### src/rtl/stoch_maxpool_seq.sv
// Frame sequencer for the stochastic signed maxpool datapath: flush, warm-up,
// fixed-length evaluation window, and per-output signed integration of y_p - y_m.
module stoch_maxpool_seq #(
  parameter int unsigned NUM_OUT      = 4,
  parameter int unsigned STREAM_LEN   = 256,
  parameter int unsigned WARMUP       = 4,
  parameter int unsigned FLUSH_CYCLES = 2,
  localparam int unsigned CNT_W       = $clog2(STREAM_LEN + 1) + 1
) (
  input  logic                     CLK,
  input  logic                     nRST,
  input  logic                     start,
  input  logic                     abort,
  input  logic [NUM_OUT-1:0]       y_p,
  input  logic [NUM_OUT-1:0]       y_m,
  output logic                     dp_nRST,
  output logic                     src_en,
  output logic                     busy,
  output logic                     result_valid,
  input  logic                     result_ready,
  output logic [NUM_OUT*CNT_W-1:0] result
);

  localparam int unsigned MAX_A = (FLUSH_CYCLES > WARMUP) ? FLUSH_CYCLES : WARMUP;
  localparam int unsigned MAX_C = (MAX_A > STREAM_LEN) ? MAX_A : STREAM_LEN;
  localparam int unsigned CTR_W = $clog2(MAX_C + 1);

  typedef enum logic [2:0] {
    S_IDLE   = 3'd0,
    S_FLUSH  = 3'd1,
    S_WARMUP = 3'd2,
    S_RUN    = 3'd3,
    S_DONE   = 3'd4
  } state_t;

  state_t             state_q, state_d;
  logic [CTR_W-1:0]   cnt_q, cnt_d;
  logic               clr;
  logic [CNT_W-1:0]   acc   [NUM_OUT];
  logic [CNT_W-1:0]   acc_d [NUM_OUT];

  // Next state: counter holds remaining cycles minus one in the current phase
  always_comb begin
    state_d = state_q;
    cnt_d   = cnt_q;
    clr     = 1'b0;
    if (abort) begin
      state_d = S_IDLE;
      cnt_d   = '0;
      clr     = 1'b1;
    end else begin
      unique case (state_q)
        S_IDLE: begin
          if (start) begin
            state_d = S_FLUSH;
            cnt_d   = CTR_W'(FLUSH_CYCLES - 1);
            clr     = 1'b1;
          end
        end
        S_FLUSH: begin
          if (cnt_q == '0) begin
            if (WARMUP == 0) begin
              state_d = S_RUN;
              cnt_d   = CTR_W'(STREAM_LEN - 1);
            end else begin
              state_d = S_WARMUP;
              cnt_d   = CTR_W'(WARMUP - 1);
            end
          end else begin
            cnt_d = cnt_q - CTR_W'(1);
          end
        end
        S_WARMUP: begin
          if (cnt_q == '0) begin
            state_d = S_RUN;
            cnt_d   = CTR_W'(STREAM_LEN - 1);
          end else begin
            cnt_d = cnt_q - CTR_W'(1);
          end
        end
        S_RUN: begin
          if (cnt_q == '0) begin
            state_d = S_DONE;
          end else begin
            cnt_d = cnt_q - CTR_W'(1);
          end
        end
        S_DONE: begin
          if (result_ready) state_d = S_IDLE;
        end
        default: state_d = S_IDLE;
      endcase
    end
  end

  // Accumulator update: both bits high (or both low) contributes nothing
  always_comb begin
    for (int i = 0; i < NUM_OUT; i++) begin
      acc_d[i] = acc[i];
      if (clr) begin
        acc_d[i] = '0;
      end else if (state_q == S_RUN) begin
        if (y_p[i] && !y_m[i])      acc_d[i] = acc[i] + CNT_W'(1);
        else if (!y_p[i] && y_m[i]) acc_d[i] = acc[i] - CNT_W'(1);
      end
    end
  end

  always_ff @(posedge CLK or negedge nRST) begin
    if (!nRST) begin
      state_q      <= S_IDLE;
      cnt_q        <= '0;
      dp_nRST      <= 1'b1;
      src_en       <= 1'b0;
      busy         <= 1'b0;
      result_valid <= 1'b0;
      for (int i = 0; i < NUM_OUT; i++) acc[i] <= '0;
    end else begin
      state_q      <= state_d;
      cnt_q        <= cnt_d;
      dp_nRST      <= (state_d != S_FLUSH);
      src_en       <= (state_d == S_WARMUP) || (state_d == S_RUN);
      busy         <= (state_d != S_IDLE);
      result_valid <= (state_d == S_DONE);
      for (int i = 0; i < NUM_OUT; i++) acc[i] <= acc_d[i];
    end
  end

  for (genvar g = 0; g < NUM_OUT; g++) begin : g_res
    assign result[g*CNT_W +: CNT_W] = acc[g];
  end

endmodule

### config.mk
export PLATFORM = sky130hd
export DESIGN_NAME = stoch_maxpool_seq
export DESIGN_NICKNAME = d
export VERILOG_FILES = /design/src/rtl/stoch_maxpool_seq.sv
export SDC_FILE = /design/constraint.sdc
export NUM_CORES = 1
export LEC_CHECK = 0
export CAP_MARGIN = 10
export CORE_ASPECT_RATIO = 0.5
export CORE_UTILIZATION = 40
export CTS_BUF_LIST = sky130_fd_sc_hd__clkbuf_8
export CTS_CLUSTER_DIAMETER = 40
export DETAILED_ROUTE_END_ITERATION = 6
export PLACE_DENSITY_LB_ADDON = 0.3
export RECOVER_POWER = 50
export SYNTH_ARGS = -nofsm -noshare
export SYNTH_HDL_FRONTEND = slang
export SYNTH_SLANG_ARGS = --single-unit
### constraint.sdc
create_clock -name CLK -period 2.85 [get_ports CLK]
set_input_delay 0.57 -clock CLK [delete_from_list [all_inputs] [get_ports CLK]]
set_output_delay 0.57 -clock CLK [all_outputs]
set_load 0.01 [all_outputs]
* Yosys cells after proc, flatten, opt, wreduce, memory -nomap -nowiden *
Cells that the tools add are included.

operators by class
  multiply operators = 0
  shift-type cells = 0
  reductions and logical operators = 31
  eq/ne operators = 10
  div/mod/pow operators = 0
  $lt $le $gt $ge = 0
  bitwise gates (word level) = 0
  $add $sub $neg = 9
  mux-type cells = 32

operator list
  kind                   count
  $mux 10                16
  $mux 9                 5
  $add 10x1->10 const B  4
  $sub 10x1->10 const B  4
  $pmux 9 s4             1
  $mux 3                 6
  $pmux 3 s5             1
  $reduce_bool 3->1      5
  $eq 3x2->1 const B     4
  $logic_not 9->1        1
  $sub 9x1->9 const B    1
  $logic_and 1x1->1      8
  $logic_not 1->1        8
  $reduce_and 2->1       4
  $eq 3x3->1 const B     2
  $ne 3x3->1 const B     2
  $reduce_bool 5->1      1
  $eq 3x1->1 const B     1
  $logic_not 3->1        1
  $mux 1                 3
  $ne 3x1->1 const B     1
  $reduce_and 3->1       1
  $reduce_bool 2->1      1
  $logic_or 1x1->1       1

word-level totals
  latch bits = 0
  memories = 0
  RAM bits = 0
  ROM bits = 0
  input bits = 13
  bits in registers = 56
  output and inout port bits = 44

* Logic depth before layout (Yosys ltp) *
Gate-level depths: netlist of the first run.

  word-level depth = 6
  depth in mapped cells = 8

* Worst setup path after synthesis of the first run *
No wires, ideal clock.

  path type = input port to flip-flop
  start = input port y_m[3]
  end = register acc (netlist bit result[39])
  required time = 2.718 ns
  arrival time = 2.365 ns
  setup slack = 0.353 ns
  stages on the path = 7
  cell sequence = nand2b_1 ha_1 a211o_1 a31o_2 a41oi_1 mux2i_1 o211ai_1

between the ends
  cells in the longest elaborated chain, start to end = 5

RTL lines
  what                RTL line  RTL
  start: declaration  15        input logic [NUM_OUT-1:0] y_m,
  $logic_not 1->1     103       if (y_p[i] && !y_m[i]) acc_d[i] = acc[i] + CNT_W'(1);
  $logic_and 1x1->1   103
  $mux 10             103
  $mux 10             102       end else if (state_q == S_RUN) begin
  $mux 10             100       if (clr) begin
  end: declaration    39        logic [CNT_W-1:0] acc [NUM_OUT];

Several ways; a longest one is shown, not always the timed one. The select of a mux whose other input is x is not followed.
A chain may end at the register's enable or synchronous reset.

* Final worst setup path of the first run *
  start = input port y_m[0]
  end = register acc (netlist bit result[9])

Same word-level chain as after synthesis.

==> results of run 1 <==
[kinds of logic after synthesis]
kind of cell / Yosys count
AOI/OAI and AO/OA: 139
and+or+nand+nor: 121
DFF: 56
adders and majority gates: 37
xor gates and xnor gates: 34
buffers and inverters: 31
muxes: 9
[flip-flops by register name (all words and copies together) (netlist names)]
register	count
cnt_q	9
busy	1
src_en	1
result	40
state_q	3
result_valid	1
dp_nRST	1
[how the worst max path moves through the flow]
stage / end
after detailed placement: result[29]
after floorplan: result[39]
after global placement: result[9]
after global routing: result[9]
final: result[9]
after CTS: result[29]
[worst register-to-register path, delay by kind of cell, from the launching register on]
| family | cells | cell delay [ns] |
|---|---|---|
| adders and majority gates | 1 | 0.24 |
| AOI/OAI and AO/OA | 3 | 0.47 |
| DFF | 1 | 0.42 |
| buffers and inverters | 1 | 0.09 |
| and+or+nand+nor | 2 | 0.94 |
[routing by layer]
metal	GRT usage, %	up-vias	routed length (um)
li1	-	1782	-
met1	26.6	1676	4640
met2	30.5	45	4090
met3	4.13	6	352
met4	5.56	0	59
met5	0	-	0
[metrics by stage]
stage	area (um^2)	util (%)
6_report	5130	53.6
4_1_cts	5130	53.6
5_1_grt	5130	53.6
3_3_place_gp	5040	52.7
3_5_place_dp	5040	52.7
2_1_floorplan	3990	-
[Yosys cell counts, drive strengths merged (3+ instances only)]
cell type / number
o21a: 17
a31o: 5
xnor2: 27
a211oi: 4
o21ai: 23
or3: 6
nor3: 10
nand2b: 9
nand3b: 3
fa: 4
dfrtp: 55
mux2i: 9
inv: 24
buf: 5
o211ai: 8
o31a: 4
a21o: 4
a41oi: 3
nor4: 6
nor2b: 4
ha: 33
a22o: 13
a32o: 5
and2: 3
xor2: 7
a21oi: 31
a211o: 4
a21boi: 5
o211a: 4
o32ai: 4
nand2: 36
nor2: 34
[power breakdown]
group	total [mW]	internal (mW)	leakage, nW	switching (mW)
combinational	1.04	0.486	1.52	0.555
sequential	0.981	0.884	0.771	0.0973
clock	0.457	0.192	0.0538	0.264
total	2.48	1.56	2.35	0.917
[cell type report]
cell class,count,area (um^2)
well taps,135,169
inverters,24,90.1
multi-input cells,340,2460
flip-flops and latches,56,1400
clock buffers,6,82.6
clock inverters,2,7.51
fillers,923,4440
repair buffers,104,913
==> impl_metrics.tcl, run 1 <==
set metrics [dict create \
    status "finished, final reports clean" \
    cts_setup_buffers 0 \
    grt_overflow_total 0 \
    path_cells "clkdlybuf4s50_1 -> nand2b_1 -> ha_1 -> a211o_1 -> a31o_2 -> a41oi_1 -> mux2i_1 -> o211ai_1" \
    hold_buffers 0 \
    min-delay-start "result[35]" \
    ios 57 \
    synth-warning-count 0 \
    synthMuxAreaShare_pct 2.26 \
    drc 0 \
    fin_crit_sh_pct 92.2 \
    post_drt_via_cell_ratio 5.26 \
    synthDistinctLibCells 53 \
    grt_max_degree 57 \
    tns_ns 0 \
    synth_top_family_by_area "compound AO/OA/AOI/OAI gates" \
    fmax_ghz 0.381 \
    cp.depth 8 \
    clock_latency_ns 0.32 \
    grt_pass1_vias 3371 \
    drtPass1Iterations 4 \
    cp_max_fo 7 \
    r2r_slack_ns 0.61 \
    required_ns 3.05 \
    peakVddDrop_mv 0.211 \
    whs_path_depth 2 \
    worst-path-buf-inv 1 \
    netlist_instances 427 \
    cts-root-buf "clkbuf_8" \
    worstReg2RegEnd "cnt_q[5]" \
    rsz0062_at_grt "false" \
    diodes 0 \
    synth-main-ff-cell "dfrtp_1" \
    yosysTopAreaCellShare_pct 34.5 \
    dp_cells 659 \
    crit_path_start_kind "primary input" \
    port_buffers 56 \
    mostFrequentLayoutCells "dfrtp_1 (55), buf_4 (47), clkdlybuf4s50_1 (37)" \
    final_common_cell "dfrtp_1" \
    power.density_nw_per_um2 483 \
    synth_compound_area_share_pct 24.7 \
    min_path_type "register to register" \
    slowest_delay_ns 0.47 \
    drt_iter0_markers 154 \
    worstMarginPinSlew_ns 1.40 \
    drive_gt1_share_pct 13.2 \
    critPathArrivalTime_ns 2.83 \
    numCtsBuffers 5 \
    synth_fp_nets 477 \
    core_um2 9570 \
    power_mw 2.48 \
    numClockSinks 56 \
    nets 581 \
    ant_nets 0 \
    period_needed_ns 2.63 \
    ys_seq_area_share_pct 35.1 \
    hold_slack_ns 0.519 \
    gr-usage-all-layers_pct 19.3 \
    num_rows 25 \
    yosys.area_share.adder_pct 12.4 \
    cts_htree_levels 2 \
    critical-path-top-delay-family "compound AO/OA/AOI/OAI gates" \
    wl_per_cell_um 13.7 \
    wirelength_um 9150 \
    final_cells 667 \
    setup_ws_ns 0.223 \
    die_w_um 143 \
    grt_antenna_before_repair 0 \
    leakagePower_nw 2.35 \
    synth-seq-cells 56 \
    hold_viol 0 \
    grt_pass1_wl_um 15800 \
    endpoint_kind "register" \
    die_area_um2 10400 \
    finalMaxSlewViolations 0 \
    initial_core_util_pct 41.7 \
    clkSlewWorstSetupHoldPaths_ns 0.10 \
    syn2layout_area_growth_pct 28.5 \
    cts.path.max_buffers 2 \
    cts_tree "done" \
    cap_viol_max_count 0 \
    maxSlewHeadroom_pct 6.40 \
    async_reset_ff_share_pct 100 \
    startpoint "y_m[0]" \
    die_h_um 72.6 \
    synthSimpleGateAreaFrac_pct 15.0 \
    holdPathEnd "result[35]" \
    synth_largest_area_cell "dfrtp_1" \
    cp_slowest_cell "clkdlybuf4s50_1" \
    synth_area_um2 3990 \
    dp_hpwl_um 7000 \
    postSynthAreaPerCell_um2 9.35 \
    setup-violations-final 0 \
    ctsResizeCount 0 \
    netlist_top_cells_area "dfrtp_1 (34%), ha_1 (10%), xnor2_1 (5.9%), a21oi_1 (3.8%), nand2_1 (3.4%)" \
    routed-via-count 3509 \
    finalWeightedCongestion 0.872 \
    dp_slack_ns -0.118 \
    skew_ns 0.00685 \
    synth-edff-count 0 \
    synth-xor-area-share_pct 7.46 \
    rr_startpoint "cnt_q[0]" \
    critPathKind "primary input to register" \
    ff2ff_path_depth 7 \
]
(Power assumes the default switching activity.)
==> inputs of run 2 (changes only) <==
Clock period 2.85 ns to 3.35 ns, I/O delays scaled along.
==> impl_metrics.tcl, run 2 (same netlist as run 1, synthesis figures left out) <==
set metrics [dict create \
    grt_pass1_wl_um 14700 \
    rsz0062_at_grt "false" \
    clock_latency_ns 0.31 \
    grt_antenna_before_repair 0 \
    worst-path-buf-inv 1 \
    mostFrequentLayoutCells "dfrtp_1 (55), nand2_1 (36), clkdlybuf4s50_1 (35)" \
    path_cells "clkdlybuf4s50_1 -> nand2b_1 -> ha_1 -> a211o_1 -> a31o_2 -> a41oi_1 -> mux2i_1 -> o211ai_1" \
    drtPass1Iterations 4 \
    grt_pass1_vias 3110 \
    skew_ns 0.00560 \
    tns_ns 0 \
    fin_crit_sh_pct 84.6 \
    cp_max_fo 8 \
    numCtsBuffers 5 \
    grt_overflow_total 0 \
    die_w_um 143 \
    port_buffers 56 \
    routed-via-count 3334 \
    post_drt_via_cell_ratio 5.33 \
    cts_setup_buffers 0 \
    endpoint_kind "register" \
    drt_iter0_markers 100 \
    worstMarginPinSlew_ns 1.04 \
    crit_path_start_kind "primary input" \
    clkSlewWorstSetupHoldPaths_ns 0.10 \
    setup-violations-final 0 \
    drc 0 \
    min_path_type "primary input to asynchronous set/reset pin" \
    finalWeightedCongestion 0.829 \
    cp_slowest_cell "clkdlybuf4s50_1" \
    numClockSinks 56 \
    fmax_ghz 0.353 \
    dp_hpwl_um 6560 \
    peakVddDrop_mv 0.216 \
    hold_buffers 0 \
    leakagePower_nw 2.16 \
    required_ns 3.54 \
    largest_reg_flops 40 \
    ctsResizeCount 0 \
    status "finished, final reports clean" \
    gr-usage-all-layers_pct 17.9 \
    cts_htree_levels 2 \
    wl_per_cell_um 14.1 \
    critPathArrivalTime_ns 3.02 \
    drive_gt1_share_pct 5.92 \
    hold_viol 0 \
    cts_tree "done" \
    syn2layout_area_growth_pct 20.9 \
    die_h_um 72.6 \
    ios 57 \
    nets 540 \
    slowest_delay_ns 0.49 \
    cap_viol_max_count 0 \
    power.density_nw_per_um2 431 \
    finalMaxSlewViolations 0 \
    num_rows 25 \
    period_needed_ns 2.84 \
    critical-path-top-delay-family "compound AO/OA/AOI/OAI gates" \
    diodes 0 \
    ant_nets 0 \
    utilization_pct 50.4 \
    wirelength_um 8830 \
    cts-root-buf "clkbuf_8" \
    grt_max_degree 38 \
    final_common_cell "dfrtp_1" \
    die_area_um2 10400 \
    maxSlewHeadroom_pct 30.8 \
    cts.path.max_buffers 2 \
    core_um2 9570 \
    critPathKind "primary input to register" \
    initial_core_util_pct 41.7 \
]
==> run 2: layer usage <==
layer	up-vias	global-route usage (%)	routed length, um	part of all wire (%)
met4	0	3.66	48	0.54
met1	1580	24.6	4520	51
li1	1696	-	-	-
met3	5	4.07	329	3.7
met5	-	0	0	0
met2	53	29.3	3930	44
==> run 2: path summary, 6_finish.rpt <==
check / depth (start not counted) / end / startpoint / slack, ns
max in group asynchronous: 2 / result[17] / nRST / 1.34
setup reg to reg: 7 / cnt_q[7] / cnt_q[0] / 1.07
min in group CLK: 2 / result[38] / result[38] / 0.53
hold / removal: 1 / result_valid / nRST / 0.51
setup / recovery: 8 / result[29] / y_m[2] / 0.51
hold reg to reg: 2 / result[38] / result[38] / 0.53
==> run 2: layout make-up <==
cell class / count / area (um^2)
clock buffers: 7 / 96.3
fillers: 932 / 4740
inverters: 24 / 90.1
multi-input cells: 340 / 2460
flip-flops and latches: 56 / 1400
well taps: 135 / 169
repair buffers: 63 / 604
==> run 2: per-stage QoR <==
step	cells	hold WS (ns)	total power [mW]	setup WS, ns	area [um^2]
after floorplan	427	0.374	1.47	0.753	3990
after detailed placement	618	0.520	1.70	0.199	4730
after global routing	625	0.557	2.24	0.419	4830
after global placement	618	0.511	1.69	0.245	4730
final	625	0.514	2.08	0.515	4830
after CTS	625	0.297	2.11	0.541	4830
==> run 2: worst register-to-register path, delay by kind of cell, from the launching register on <==
kind	cells	cell delay, ns
AO/OA/AOI/OAI	3	0.47
adder cells (fa/ha/maj)	1	0.26
buffers and inverters	1	0.09
flip-flops	1	0.43
AND/OR/NAND/NOR	2	0.94
==> run 2: where the power goes <==
part	internal [mW]	leakage (nW)	switching, mW
Combinational	0.377	1.33	0.467
Sequential	0.752	0.771	0.0844
Clock	0.185	0.0503	0.216
Total	1.31	2.16	0.768
==> inputs of run 3 (changes only) <==
Clock period 3.35 ns to 2.5 ns, I/O delays scaled along.
==> impl_metrics.tcl, run 3 (same netlist as run 1, synthesis figures left out) <==
set metrics [dict create \
    syn2layout_area_growth_pct 38.2 \
    final-seq-area_um2 1400 \
    numCtsBuffers 5 \
    final_common_cell "buf_4" \
    initial_core_util_pct 41.7 \
    power.density_nw_per_um2 550 \
    grt_pass1_vias 3563 \
    core_um2 9570 \
    grt_overflow_total 0 \
    drt_iter0_markers 174 \
    critPathKind "primary input to register" \
    grt_antenna_before_repair 0 \
    peakVddDrop_mv 0.247 \
    die_area_um2 10400 \
    skew_ns 0.0121 \
    finalMaxSlewViolations 0 \
    finalWeightedCongestion 0.861 \
    clkSlewWorstSetupHoldPaths_ns 0.11 \
    largest_reg_flops 40 \
    mostFrequentLayoutCells "buf_4 (85), dfrtp_1 (55), clkdlybuf4s50_1 (38)" \
    rsz0062_at_grt "false" \
    numClockSinks 56 \
    min_path_type "register to register" \
    worstMarginPinSlew_ns 1.45 \
    grt_max_degree 57 \
    dp_slack_ns -0.365 \
    gr-usage-all-layers_pct 19.8 \
    multi_input_area_um2 2540 \
    cts_htree_levels 2 \
    crit_path_start_kind "primary input" \
    setup_ws_ns 0.0724 \
    drive_gt1_share_pct 21.0 \
    status "finished, final reports clean" \
    power_switching_share_pct 36.5 \
    cap_viol_max_count 0 \
    grt_pass1_wl_um 16400 \
    required_ns 2.73 \
    wirelength_um 9780 \
    critPathArrivalTime_ns 2.65 \
    post_drt_via_cell_ratio 5.19 \
    tns_ns 0 \
    leakagePower_nw 2.56 \
    cts.path.max_buffers 2 \
    fin_crit_sh_pct 97.1 \
    combinationalPowerShare_pct 42.8 \
    nets 621 \
    internal_power_mw 1.93 \
    maxSlewHeadroom_pct 3.41 \
    die_h_um 72.6 \
    power_switching_mw 1.11 \
    hold_viol 0 \
    wl_per_cell_um 13.8 \
    die_w_um 143 \
    fillers 850 \
    routed-via-count 3671 \
    cp_max_fo 5 \
    num_rows 25 \
    diodes 0 \
    ant_nets 0 \
    setup-violations-final 0 \
    ios 57 \
    dp_hpwl_um 7350 \
    drtPass1Iterations 4 \
    hold_buffers 0 \
    drc 0 \
    fmax_ghz 0.412 \
    endpoint_kind "register" \
    p_seq_share_pct 37.0 \
    port_buffers 56 \
    period_needed_ns 2.43 \
    cts_tree "done" \
    clock_latency_ns 0.32 \
    cts-root-buf "clkbuf_8" \
    pwr-share-clk_pct 20.2 \
]
[run 3: worst paths after layout]
path                       slack [ns]       start         end  cells after the start
hold / removal                   0.53  result[37]  result[37]                      2
setup reg to reg                 0.23    cnt_q[0]    cnt_q[6]                      7
min in group asynchronous        0.58        nRST    cnt_q[1]                      2
setup / recovery                 0.07      y_m[0]   result[6]                     10
hold reg to reg                  0.53  result[37]  result[37]                      2
max in group asynchronous        1.03        nRST    cnt_q[7]                      2
[run 3: timing repair]
item | 4_1_cts | 5_1_grt
pin swaps | 0 | 0
setup endpoints to repair | 1 | 13
setup buffers | 0 | 0
gates resized for setup | 1 | 14
[run 3: layout make-up]
type	instances	area share, %
Clock buffer	5	1.25
Clock inverter	3	0.703
Inverter	24	1.63
Multi-Input combinational cell	340	46.1
Sequential cell	56	25.4
Tap cell	135	3.06
Timing Repair Buffer	144	21.9
[run 3: through the flow]
| step | power, mW | instance area [um^2] | cells | hold WS, ns | utilization (%) |
|---|---|---|---|---|---|
| 3_3_place_gp | 2.40 | 5340 | 699 | 0.506 | 55.8 |
| 6_report | 3.03 | 5520 | 707 | 0.532 | 57.6 |
| 4_1_cts | 3.05 | 5460 | 707 | 0.347 | 57.0 |
| 5_1_grt | 3.26 | 5520 | 707 | 0.554 | 57.6 |
| 3_5_place_dp | 2.43 | 5340 | 699 | 0.517 | 55.8 |
| 2_1_floorplan | 1.97 | 3990 | 427 | 0.204 | - |
[run 3: metal layers]
layer / track usage, % / wire length, um / vias to the layer above
li1: - / - / 1853
met1: 26.8 / 4870 / 1752
met2: 33.2 / 4470 / 59
met3: 4.13 / 375 / 7
met4: 4.02 / 73 / 0
met5: 0 / 0 / -
[run 3: critical path, stage by stage]
cell,delay (ns)
clkdlybuf4s50_1,0.42
nand2b_2,0.23
buf_4,0.16
inv_1,0.08
fa_1,0.19
nor2b_1,0.06
o31a_1,0.28
o21a_1,0.19
or3_1,0.30
a32o_1,0.24
[run 3: power groups by stage]
stage / sequential [mW] / combinational (mW) / clock (mW)
2_1_floorplan: 1.11 / 0.861 / 0
3_5_place_dp: 1.14 / 1.29 / 0
5_1_grt: 1.14 / 1.44 / 0.677
3_3_place_gp: 1.13 / 1.27 / 0
6_report: 1.12 / 1.30 / 0.614
4_1_cts: 1.12 / 1.30 / 0.633
